### src/rtl/mem_arb_pkg.sv
`default_nettype none
// ============================================================================
// Module   : mem_arb_pkg
// Purpose  : Shared types and helpers for the IF/DM memory port arbiter.
//            Holds the owner and FSM state enumerations and the helper that
//            sizes the memory latency down-counter.
// Revision : 1.0  initial release
// ============================================================================
package mem_arb_pkg;

    typedef enum logic [1:0] {
        OWN_NONE = 2'd0,
        OWN_IF   = 2'd1,
        OWN_DM   = 2'd2
    } owner_e;

    typedef enum logic [1:0] {
        S_IDLE  = 2'd0,
        S_ISSUE = 2'd1,
        S_WAIT  = 2'd2,
        S_DONE  = 2'd3
    } state_e;

    // Width needed to hold the values 0..lat
    function automatic int latCntWidth(input int lat);
        return (lat < 1) ? 1 : $clog2(lat + 1);
    endfunction

    localparam int DEFAULT_MEM_LAT = 2;
    localparam int LAT_CNT_W       = latCntWidth(DEFAULT_MEM_LAT);

endpackage
`default_nettype wire

### src/rtl/mem_arb_lat_cnt.sv
`default_nettype none
// ============================================================================
// Module   : mem_arb_lat_cnt
// Purpose  : Loadable down-counter timing the memory latency of one access.
// Ports    : clk        clock, rising edge
//            rst_n      asynchronous reset, active low
//            i_load     load i_loadVal (has priority over i_dec)
//            i_loadVal  value to load
//            i_dec      decrement by one, holds at zero
//            o_done     count currently equals one (last wait cycle)
// Revision : 1.0  initial release
// ============================================================================
module mem_arb_lat_cnt
    import mem_arb_pkg::*;
#(
    parameter int WIDTH = LAT_CNT_W
) (
    input  logic             clk,
    input  logic             rst_n,
    input  logic             i_load,
    input  logic [WIDTH-1:0] i_loadVal,
    input  logic             i_dec,
    output logic             o_done
);

    logic [WIDTH-1:0] r_count;

    always_ff @(posedge clk or negedge rst_n) begin
        if (!rst_n) begin
            r_count <= '0;
        end else if (i_load) begin
            r_count <= i_loadVal;
        end else if (i_dec && (r_count != '0)) begin
            r_count <= r_count - WIDTH'(1);
        end
    end

    assign o_done = (r_count == WIDTH'(1));

endmodule
`default_nettype wire

### src/rtl/mem_port_arbiter.sv
`default_nettype none
// ============================================================================
// Module   : mem_port_arbiter
// Purpose  : Shares one single-ported memory between instruction fetch (IF)
//            and the MEM stage (DM). Each access runs IDLE->ISSUE->WAIT->DONE
//            through a fixed-latency memory; DM has priority in IDLE.
// Ports    : clk, rst_n                 clock / async active-low reset
//            if_req, if_addr            fetch request (held until if_valid)
//            if_rdata, if_valid         fetch data and completion pulse
//            dm_req, dm_we, dm_be,
//            dm_addr, dm_wdata          data request (held until dm_valid)
//            dm_rdata, dm_valid         read data (0 on write) and pulse
//            mem_req, mem_we, mem_be,
//            mem_addr, mem_wdata        registered access to memory
//            mem_rdata                  memory data, MEM_LAT after mem_req
//            stall_if, stall_dm         request pending and not completing
// Config   : ARB_ANTI_STARVE_EN - after STARVE_MAX DM grants made while IF
//            was waiting, the next IDLE arbitration favours IF.
// Revision : 1.0  initial release
// ============================================================================
module mem_port_arbiter
    import mem_arb_pkg::*;
#(
    parameter int AW         = 32,
    parameter int DW         = 32,
    parameter int MEM_LAT    = 2,
    parameter int STARVE_MAX = 4
) (
    input  logic            clk,
    input  logic            rst_n,
    input  logic            if_req,
    input  logic [AW-1:0]   if_addr,
    output logic [DW-1:0]   if_rdata,
    output logic            if_valid,
    input  logic            dm_req,
    input  logic            dm_we,
    input  logic [DW/8-1:0] dm_be,
    input  logic [AW-1:0]   dm_addr,
    input  logic [DW-1:0]   dm_wdata,
    output logic [DW-1:0]   dm_rdata,
    output logic            dm_valid,
    output logic            mem_req,
    output logic            mem_we,
    output logic [DW/8-1:0] mem_be,
    output logic [AW-1:0]   mem_addr,
    output logic [DW-1:0]   mem_wdata,
    input  logic [DW-1:0]   mem_rdata,
    output logic            stall_if,
    output logic            stall_dm
);

    localparam int               CNT_W    = latCntWidth(MEM_LAT);
    localparam logic [CNT_W-1:0] CNT_LOAD = CNT_W'(MEM_LAT - 1);

    state_e            r_state;
    state_e            w_stateNext;
    owner_e            r_owner;
    logic [AW-1:0]     r_addr;
    logic              r_we;
    logic [DW/8-1:0]   r_be;
    logic [DW-1:0]     r_wdata;

    logic              w_forceIf;
    logic              w_grantDm;
    logic              w_grantIf;
    logic              w_cntLoad;
    logic              w_cntDec;
    logic              w_cntDone;
    logic              w_done;

    // ------------------------------------------------------------------
    // Arbitration (IDLE only, no preemption)
    // ------------------------------------------------------------------
    assign w_grantDm = (r_state == S_IDLE) && dm_req && !w_forceIf;
    assign w_grantIf = (r_state == S_IDLE) && if_req && !w_grantDm;

`ifdef ARB_ANTI_STARVE_EN
    localparam int SC_W = $clog2(STARVE_MAX + 1);

    logic [SC_W-1:0] r_starveCnt;

    // Counts DM grants that left IF waiting; an IF grant clears it.
    always_ff @(posedge clk or negedge rst_n) begin
        if (!rst_n) begin
            r_starveCnt <= '0;
        end else if (w_grantIf) begin
            r_starveCnt <= '0;
        end else if (w_grantDm && if_req && (r_starveCnt != SC_W'(STARVE_MAX))) begin
            r_starveCnt <= r_starveCnt + SC_W'(1);
        end
    end

    assign w_forceIf = if_req && (r_starveCnt == SC_W'(STARVE_MAX));
`else
    // Strict DM priority. STARVE_MAX is a non-negative count, so this
    // override is permanently low in this build.
    assign w_forceIf = (STARVE_MAX < 0);
`endif

    // ------------------------------------------------------------------
    // FSM
    // ------------------------------------------------------------------
    always_ff @(posedge clk or negedge rst_n) begin
        if (!rst_n) begin
            r_state <= S_IDLE;
        end else begin
            r_state <= w_stateNext;
        end
    end

    always_comb begin
        w_stateNext = r_state;
        w_cntLoad   = 1'b0;
        w_cntDec    = 1'b0;
        case (r_state)
            S_IDLE: begin
                if (w_grantDm || w_grantIf) begin
                    w_stateNext = S_ISSUE;
                end
            end
            S_ISSUE: begin
                // Counter covers the remaining MEM_LAT-1 wait cycles.
                w_cntLoad   = 1'b1;
                w_stateNext = (MEM_LAT == 1) ? S_DONE : S_WAIT;
            end
            S_WAIT: begin
                w_cntDec = 1'b1;
                if (w_cntDone) begin
                    w_stateNext = S_DONE;
                end
            end
            S_DONE: begin
                w_stateNext = S_IDLE;
            end
            default: begin
                w_stateNext = S_IDLE;
            end
        endcase
    end

    mem_arb_lat_cnt #(
        .WIDTH (CNT_W)
    ) u_latCnt (
        .clk       (clk),
        .rst_n     (rst_n),
        .i_load    (w_cntLoad),
        .i_loadVal (CNT_LOAD),
        .i_dec     (w_cntDec),
        .o_done    (w_cntDone)
    );

    // ------------------------------------------------------------------
    // Latched access fields; fetches are always full-word reads.
    // ------------------------------------------------------------------
    always_ff @(posedge clk or negedge rst_n) begin
        if (!rst_n) begin
            r_owner <= OWN_NONE;
            r_addr  <= '0;
            r_we    <= 1'b0;
            r_be    <= '0;
            r_wdata <= '0;
        end else if (w_grantDm) begin
            r_owner <= OWN_DM;
            r_addr  <= dm_addr;
            r_we    <= dm_we;
            r_be    <= dm_be;
            r_wdata <= dm_wdata;
        end else if (w_grantIf) begin
            r_owner <= OWN_IF;
            r_addr  <= if_addr;
            r_we    <= 1'b0;
            r_be    <= '1;
            r_wdata <= '0;
        end else if (r_state == S_DONE) begin
            r_owner <= OWN_NONE;
        end
    end

    // ------------------------------------------------------------------
    // Outputs
    // ------------------------------------------------------------------
    assign w_done    = (r_state == S_DONE);
    assign if_valid  = w_done && (r_owner == OWN_IF);
    assign dm_valid  = w_done && (r_owner == OWN_DM);
    assign if_rdata  = (if_valid && !r_we) ? mem_rdata : '0;
    assign dm_rdata  = (dm_valid && !r_we) ? mem_rdata : '0;

    assign mem_req   = (r_state == S_ISSUE);
    assign mem_we    = r_we;
    assign mem_be    = r_be;
    assign mem_addr  = r_addr;
    assign mem_wdata = r_wdata;

    assign stall_if  = if_req && !if_valid;
    assign stall_dm  = dm_req && !dm_valid;

endmodule
`default_nettype wire
### config.mk
export PLATFORM = sky130hd
export DESIGN_NAME = mem_port_arbiter
export DESIGN_NICKNAME = d
export VERILOG_FILES = /design/src/rtl/mem_arb_pkg.sv /design/src/rtl/mem_arb_lat_cnt.sv /design/src/rtl/mem_port_arbiter.sv
export SDC_FILE = /design/constraint.sdc
export NUM_CORES = 1
export LEC_CHECK = 0
export ABC_CLOCK_PERIOD_IN_PS = 1500
export CORE_ASPECT_RATIO = 1.75
export CORE_MARGIN = 2
export CORE_UTILIZATION = 31
export DETAILED_ROUTE_END_ITERATION = 16
export PLACE_DENSITY = 0.85
export SLEW_MARGIN = 5
export SYNTH_ARGS = -nofsm -noshare
export SYNTH_HDL_FRONTEND = slang
export SYNTH_SLANG_ARGS = --single-unit
### constraint.sdc
create_clock -name clk -period 1.5 [get_ports clk]
set_input_delay 0.225 -clock clk [delete_from_list [all_inputs] [get_ports clk]]
set_output_delay 0.225 -clock clk [all_outputs]
set_load 0.03 [all_outputs]
# After elaboration in Yosys (flattened, before gate mapping)
# Cells that the tools add are included.
# classes
muxes,20
n_eq_ne,8
add_sub_neg,1
reduce_logical,21
# ops
operator,count
two-way mux 32 bit,6
two-way mux 2 bit,7
logical AND 1 bit,10
two-way mux 4 bit,2
one-hot mux 2 bit (4 select lines),1
"equality test 2 x 1 -> 1 bit, second input constant",3
"equality test 2 bit, second input constant",3
nonzero test 2 bit,3
zero test 1 bit,4
two-way mux 1 bit,4
"inequality test 2 x 1 -> 1 bit, second input constant",2
nonzero test 3 bit,1
zero test 2 bit,1
AND reduction 2 bit,1
"subtractor 2 x 1 -> 2 bit, second input constant",1
logical OR 1 bit,1
# word_totals
in_bits,137
output_inout_bits,138
register_bits,75

# Longest topological paths before layout
# logic_depth
word_depth,7
ltp_mapped,7
mapped_depth_nobuf,5

# Cells and area by module
# Synthesis repeated with hierarchy kept, for this count alone.
# hier_totals
hier_cells,343
area_unflattened_um2,3623.5
# by_module_without_submodules
mod,area_each_um2,instances,cells_each,seq_area_each_um2
mem_port_arbiter,3484.6,1,329,1826.8
mem_arb_lat_cnt,138.9,1,14,50.0

# Worst setup path after synthesis
# No wires, ideal clock.
# synth_path
path_type,register to output
startpoint,register r_state[0]
endpoint,output port stall_if
n_path_buf,0
arrival_ns,1.391
slack_ns,-0.116
required_ns,1.275
stages_incl_launch_ff,4
path_cell_list,dfrtp_1 -> ha_1 -> and3b_1 -> nor2b_1
# synth_between
elab_chain_cells,4
# synth_rtl
element,line,text
"start, declared",mem_port_arbiter.sv:55,state_e r_state;
"start signal, assigned",mem_port_arbiter.sv:107,r_state <= w_stateNext;
equality test 2 bit,mem_port_arbiter.sv:182,assign w_done = (r_state == S_DONE);
logical AND 1 bit,mem_port_arbiter.sv:183,assign if_valid = w_done && (r_owner == OWN_IF);
via if_valid,mem_port_arbiter.sv:34,"output logic if_valid,"
zero test 1 bit,mem_port_arbiter.sv:194,assign stall_if = if_req && !if_valid;
logical AND 1 bit,mem_port_arbiter.sv:194,
"end, declared",mem_port_arbiter.sv:48,"output logic stall_if,"
# The timed path passes the listed nets, and every way through them passes these cells.

# Final worst setup path
# layout_path
startpoint,register r_state[0]
endpoint,output port if_rdata[10]
# layout_between
elab_chain_cells,4
# layout_rtl
element,line,text
equality test 2 bit,mem_port_arbiter.sv:182,
logical AND 1 bit,mem_port_arbiter.sv:183,
logical AND 1 bit,mem_port_arbiter.sv:185,assign if_rdata = (if_valid && !r_we) ? mem_rdata : '0;
two-way mux 32 bit,mem_port_arbiter.sv:185,
"end, declared",mem_port_arbiter.sv:33,"output logic [DW-1:0] if_rdata,"
# Every way passes these cells.

==> results.sh <==
export IMPL_die_area_um2=12730
export IMPL_track_usage=0.2606
export IMPL_fin_ws_ns=-0.3173
export IMPL_ff2ff_setup_slack_ns=-0.23
export IMPL_io_buffers=274
export IMPL_dp_cells=747
export IMPL_drtAntennaViolNets=0
export IMPL_die_height_um=147.7
export IMPL_core_um2=11520
export IMPL_slew_headroom=0.6943
export IMPL_final_instance_count_excl_fill=799
export IMPL_fmax_mhz=550.3
export IMPL_cts_root_buf="clkbuf_16"
export IMPL_syn_avg_cell_area_um2=10.67
export IMPL_grt_overflow_total=0
export IMPL_grt_pass1_wl_um=25080
export IMPL_ys_top_cells_by_area="dfrtp_1, and2_1, o22ai_1"
export IMPL_clk_pin_slew_ns=0.06
export IMPL_hold_viol_final=0
export IMPL_clock_sinks=75
export IMPL_status="complete, but fails checks"
export IMPL_skew_ns=0.009189
export IMPL_num_rows=52
export IMPL_synthToLayoutAreaGrowth_pct=129.0
export IMPL_ios=275
export IMPL_final_max_slew_violation_count=0
export IMPL_synth_top_cell_area_share=0.5128
export IMPL_setup_viol=143
export IMPL_drc=0
export IMPL_worstReg2RegStart="r_state[1]$_DFFE_PN0P_"
export IMPL_ys_async_sr_fraction=1.000
export IMPL_grt_max_degree=43
export IMPL_powerDensity_nw_per_um2=1930
export IMPL_tightest_slew_ns=0.4585
export IMPL_final_layout_size_suffix_gt1_frac=0.4623
export IMPL_first_pass_iters=4
export IMPL_nets=803
export IMPL_hold_ws_ns=0.3119
export IMPL_place_gp_congestion=0.7755
export IMPL_start_kind="register"
export IMPL_synth_edf_count=0
export IMPL_rsz0062_at_grt="yes"
export IMPL_peakVddDrop_mv=1.365
export IMPL_drt_iter0_drc=162
export IMPL_seq_area_frac_synth=0.5128
export IMPL_via_count=4408
export IMPL_violations="negative setup slack"
export IMPL_cts_tree="yes"
export IMPL_synth_cell_types=26
export IMPL_cts_max_level=3
export IMPL_r2r_cells=9
export IMPL_yosys_warnings=0
export IMPL_path_class="register to primary output"
export IMPL_routed_wl_um=18250
export IMPL_n_antenna_cell=0
export IMPL_cts_path_max_buffers=2
export IMPL_hold_class="input pin to asynchronous set/reset pin"
export IMPL_yosys_most_used_dff="dfrtp_1"
export IMPL_finalCritPeriodShare=1.212
export IMPL_r2r_end="mem_addr[26]$_DFFE_PN0P_"
export IMPL_numCtsBuffers=9
export IMPL_grt_pass1_vias=4557
export IMPL_synth_cell_area_um2=3660
export IMPL_synth_top_cell_by_area="dfrtp_1"
export IMPL_synth_fp_nets=487
export IMPL_drt_wirelength_per_cell_um=22.84
export IMPL_syn_inst=343
export IMPL_critPathRequiredTime_ns=1.27
export IMPL_dp_hpwl_um=11240
export IMPL_cp_arrival_ns=1.59
export IMPL_period_minus_slack_ns=1.817
export IMPL_cap_violations=0
export IMPL_power_leakage_nw=3.683
export IMPL_cp_max_fo=10
export IMPL_ys_ff_latch=75
export IMPL_viasPerCell=5.517
export IMPL_clock_latency_ns=0.33
export IMPL_initial_utilization=0.3178
export IMPL_antenna_found_initial=2
export IMPL_cp_end_kind="primary output"
export IMPL_die_width_um=86.14
==> report_power, final <==
| part | internal (W) | total (W) | switching (W) |
|---|---|---|---|
| Clock | 0.00112 | 0.00198 | 0.000858 |
| Sequential | 0.00298 | 0.00392 | 0.000942 |
| Combinational | 0.00494 | 0.0103 | 0.00534 |
| Total | 0.00904 | 0.0162 | 0.00714 |
==> stage by stage <==
step / setup WS [ns] / area (um^2) / util / total power (W) / TNS, ns
finish: -0.3173 / 8382 / 0.7278 / 0.01618 / -30.74
detailed placement: -0.3102 / 6704 / 0.5821 / 0.01157 / -24.28
global route: -0.3692 / 8382 / 0.7278 / 0.01686 / -37.65
CTS: -0.3178 / 7795 / 0.6769 / 0.01472 / -22.85
global placement: -0.2231 / 6704 / 0.5821 / 0.01135 / -16.15
floorplan: -0.04987 / 3752 / - / 0.008054 / -0.9117
==> flip-flops by register name, indices dropped and copies added, names as in the netlist <==
register	cells
mem_addr	32
mem_wdata	32
mem_be	4
r_owner	2
r_state	2
u_latCnt.r_count	2
mem_we	1
==> kinds of logic after synthesis <==
logic type / synth area share
compound gates: 0.2537
simple gates: 0.1477
flops: 0.5128
buf+inv: 0.05641
fa+ha+maj: 0.02393
xor+xnor: 0.002394
mux: 0.003077
==> cell usage after synthesis (all sizes together) (2+ instances only) <==
library cell	instances
dfrtp	75
and2	65
o22ai	63
a21oi	34
a22o	33
buf	21
clkbuf	9
ha	7
inv	5
nor2b	5
nand2	4
nor2	4
o22a	4
and3b	2
and4bb	2
nand2b	2
nand3b	2
o21ai	2
==> critical path, cell delays in order (launching register included) <==
cell and delay (ns):
dfrtp_1 0.40, ha_4 0.22, and4bb_4 0.34, and2_2 0.19, buf_12 0.12
==> metal layers <==
layer,vias to the layer above,share of wire,global-route usage
li1,1921,-,-
met1,2137,0.30,0.2317
met2,289,0.55,0.4926
met3,57,0.099,0.08766
met4,4,0.051,0.1452
met5,-,0.0015,0
==> layout by cell type, fill, tap and decap left out, drive strengths merged, types with 5 or more instances in the layout <==
cell type,netlist,final
clkdlybuf4s50,0,135
dfrtp,75,75
buf,21,121
a22o,33,33
clkbuf,9,15
and4bb,2,8
a21oi,34,34
and2,65,65
nor2b,5,5
dlygate4sd2,0,66
ha,7,7
inv,5,6
o22ai,63,63
==> worst max-delay path by stage <==
stage	from	endpoint	slack, ns	cells past startpoint
final	r_state[0]$_DFFE_PN0P_	if_rdata[10]	-0.32	4
after global routing	r_state[1]$_DFFE_PN0P_	dm_rdata[21]	-0.37	4
after CTS	r_state[1]$_DFFE_PN0P_	dm_rdata[8]	-0.32	4
after detailed placement	r_state[1]$_DFFE_PN0P_	if_rdata[5]	-0.31	4
after global placement	r_state[0]$_DFFE_PN0P_	if_rdata[5]	-0.22	4
after floorplan	mem_we$_DFFE_PN0P_	dm_rdata[19]	-0.05	3
==> cell type report <==
type                    count  area, um^2
clock buffers              10       229.0
multi-input cells         239        2434
inverters                   5       23.77
fillers                   775        3134
clock inverters             6       41.29
repair buffers            329        3605
flip-flops and latches     75        1881
well taps                 135       168.9
==> timing repair <==
item | 4_1_cts | 5_1_grt
buffers inserted | 11 | 7
gates cloned | 15 | 2
hold buffers | 1 | 0
gates resized for setup | 186 | 89
endpoints found under the hold margin | 16 | 0
setup endpoints to repair | 206 | 142
pin swaps | 6 | 59
Power figures use the tool's default switching activity.
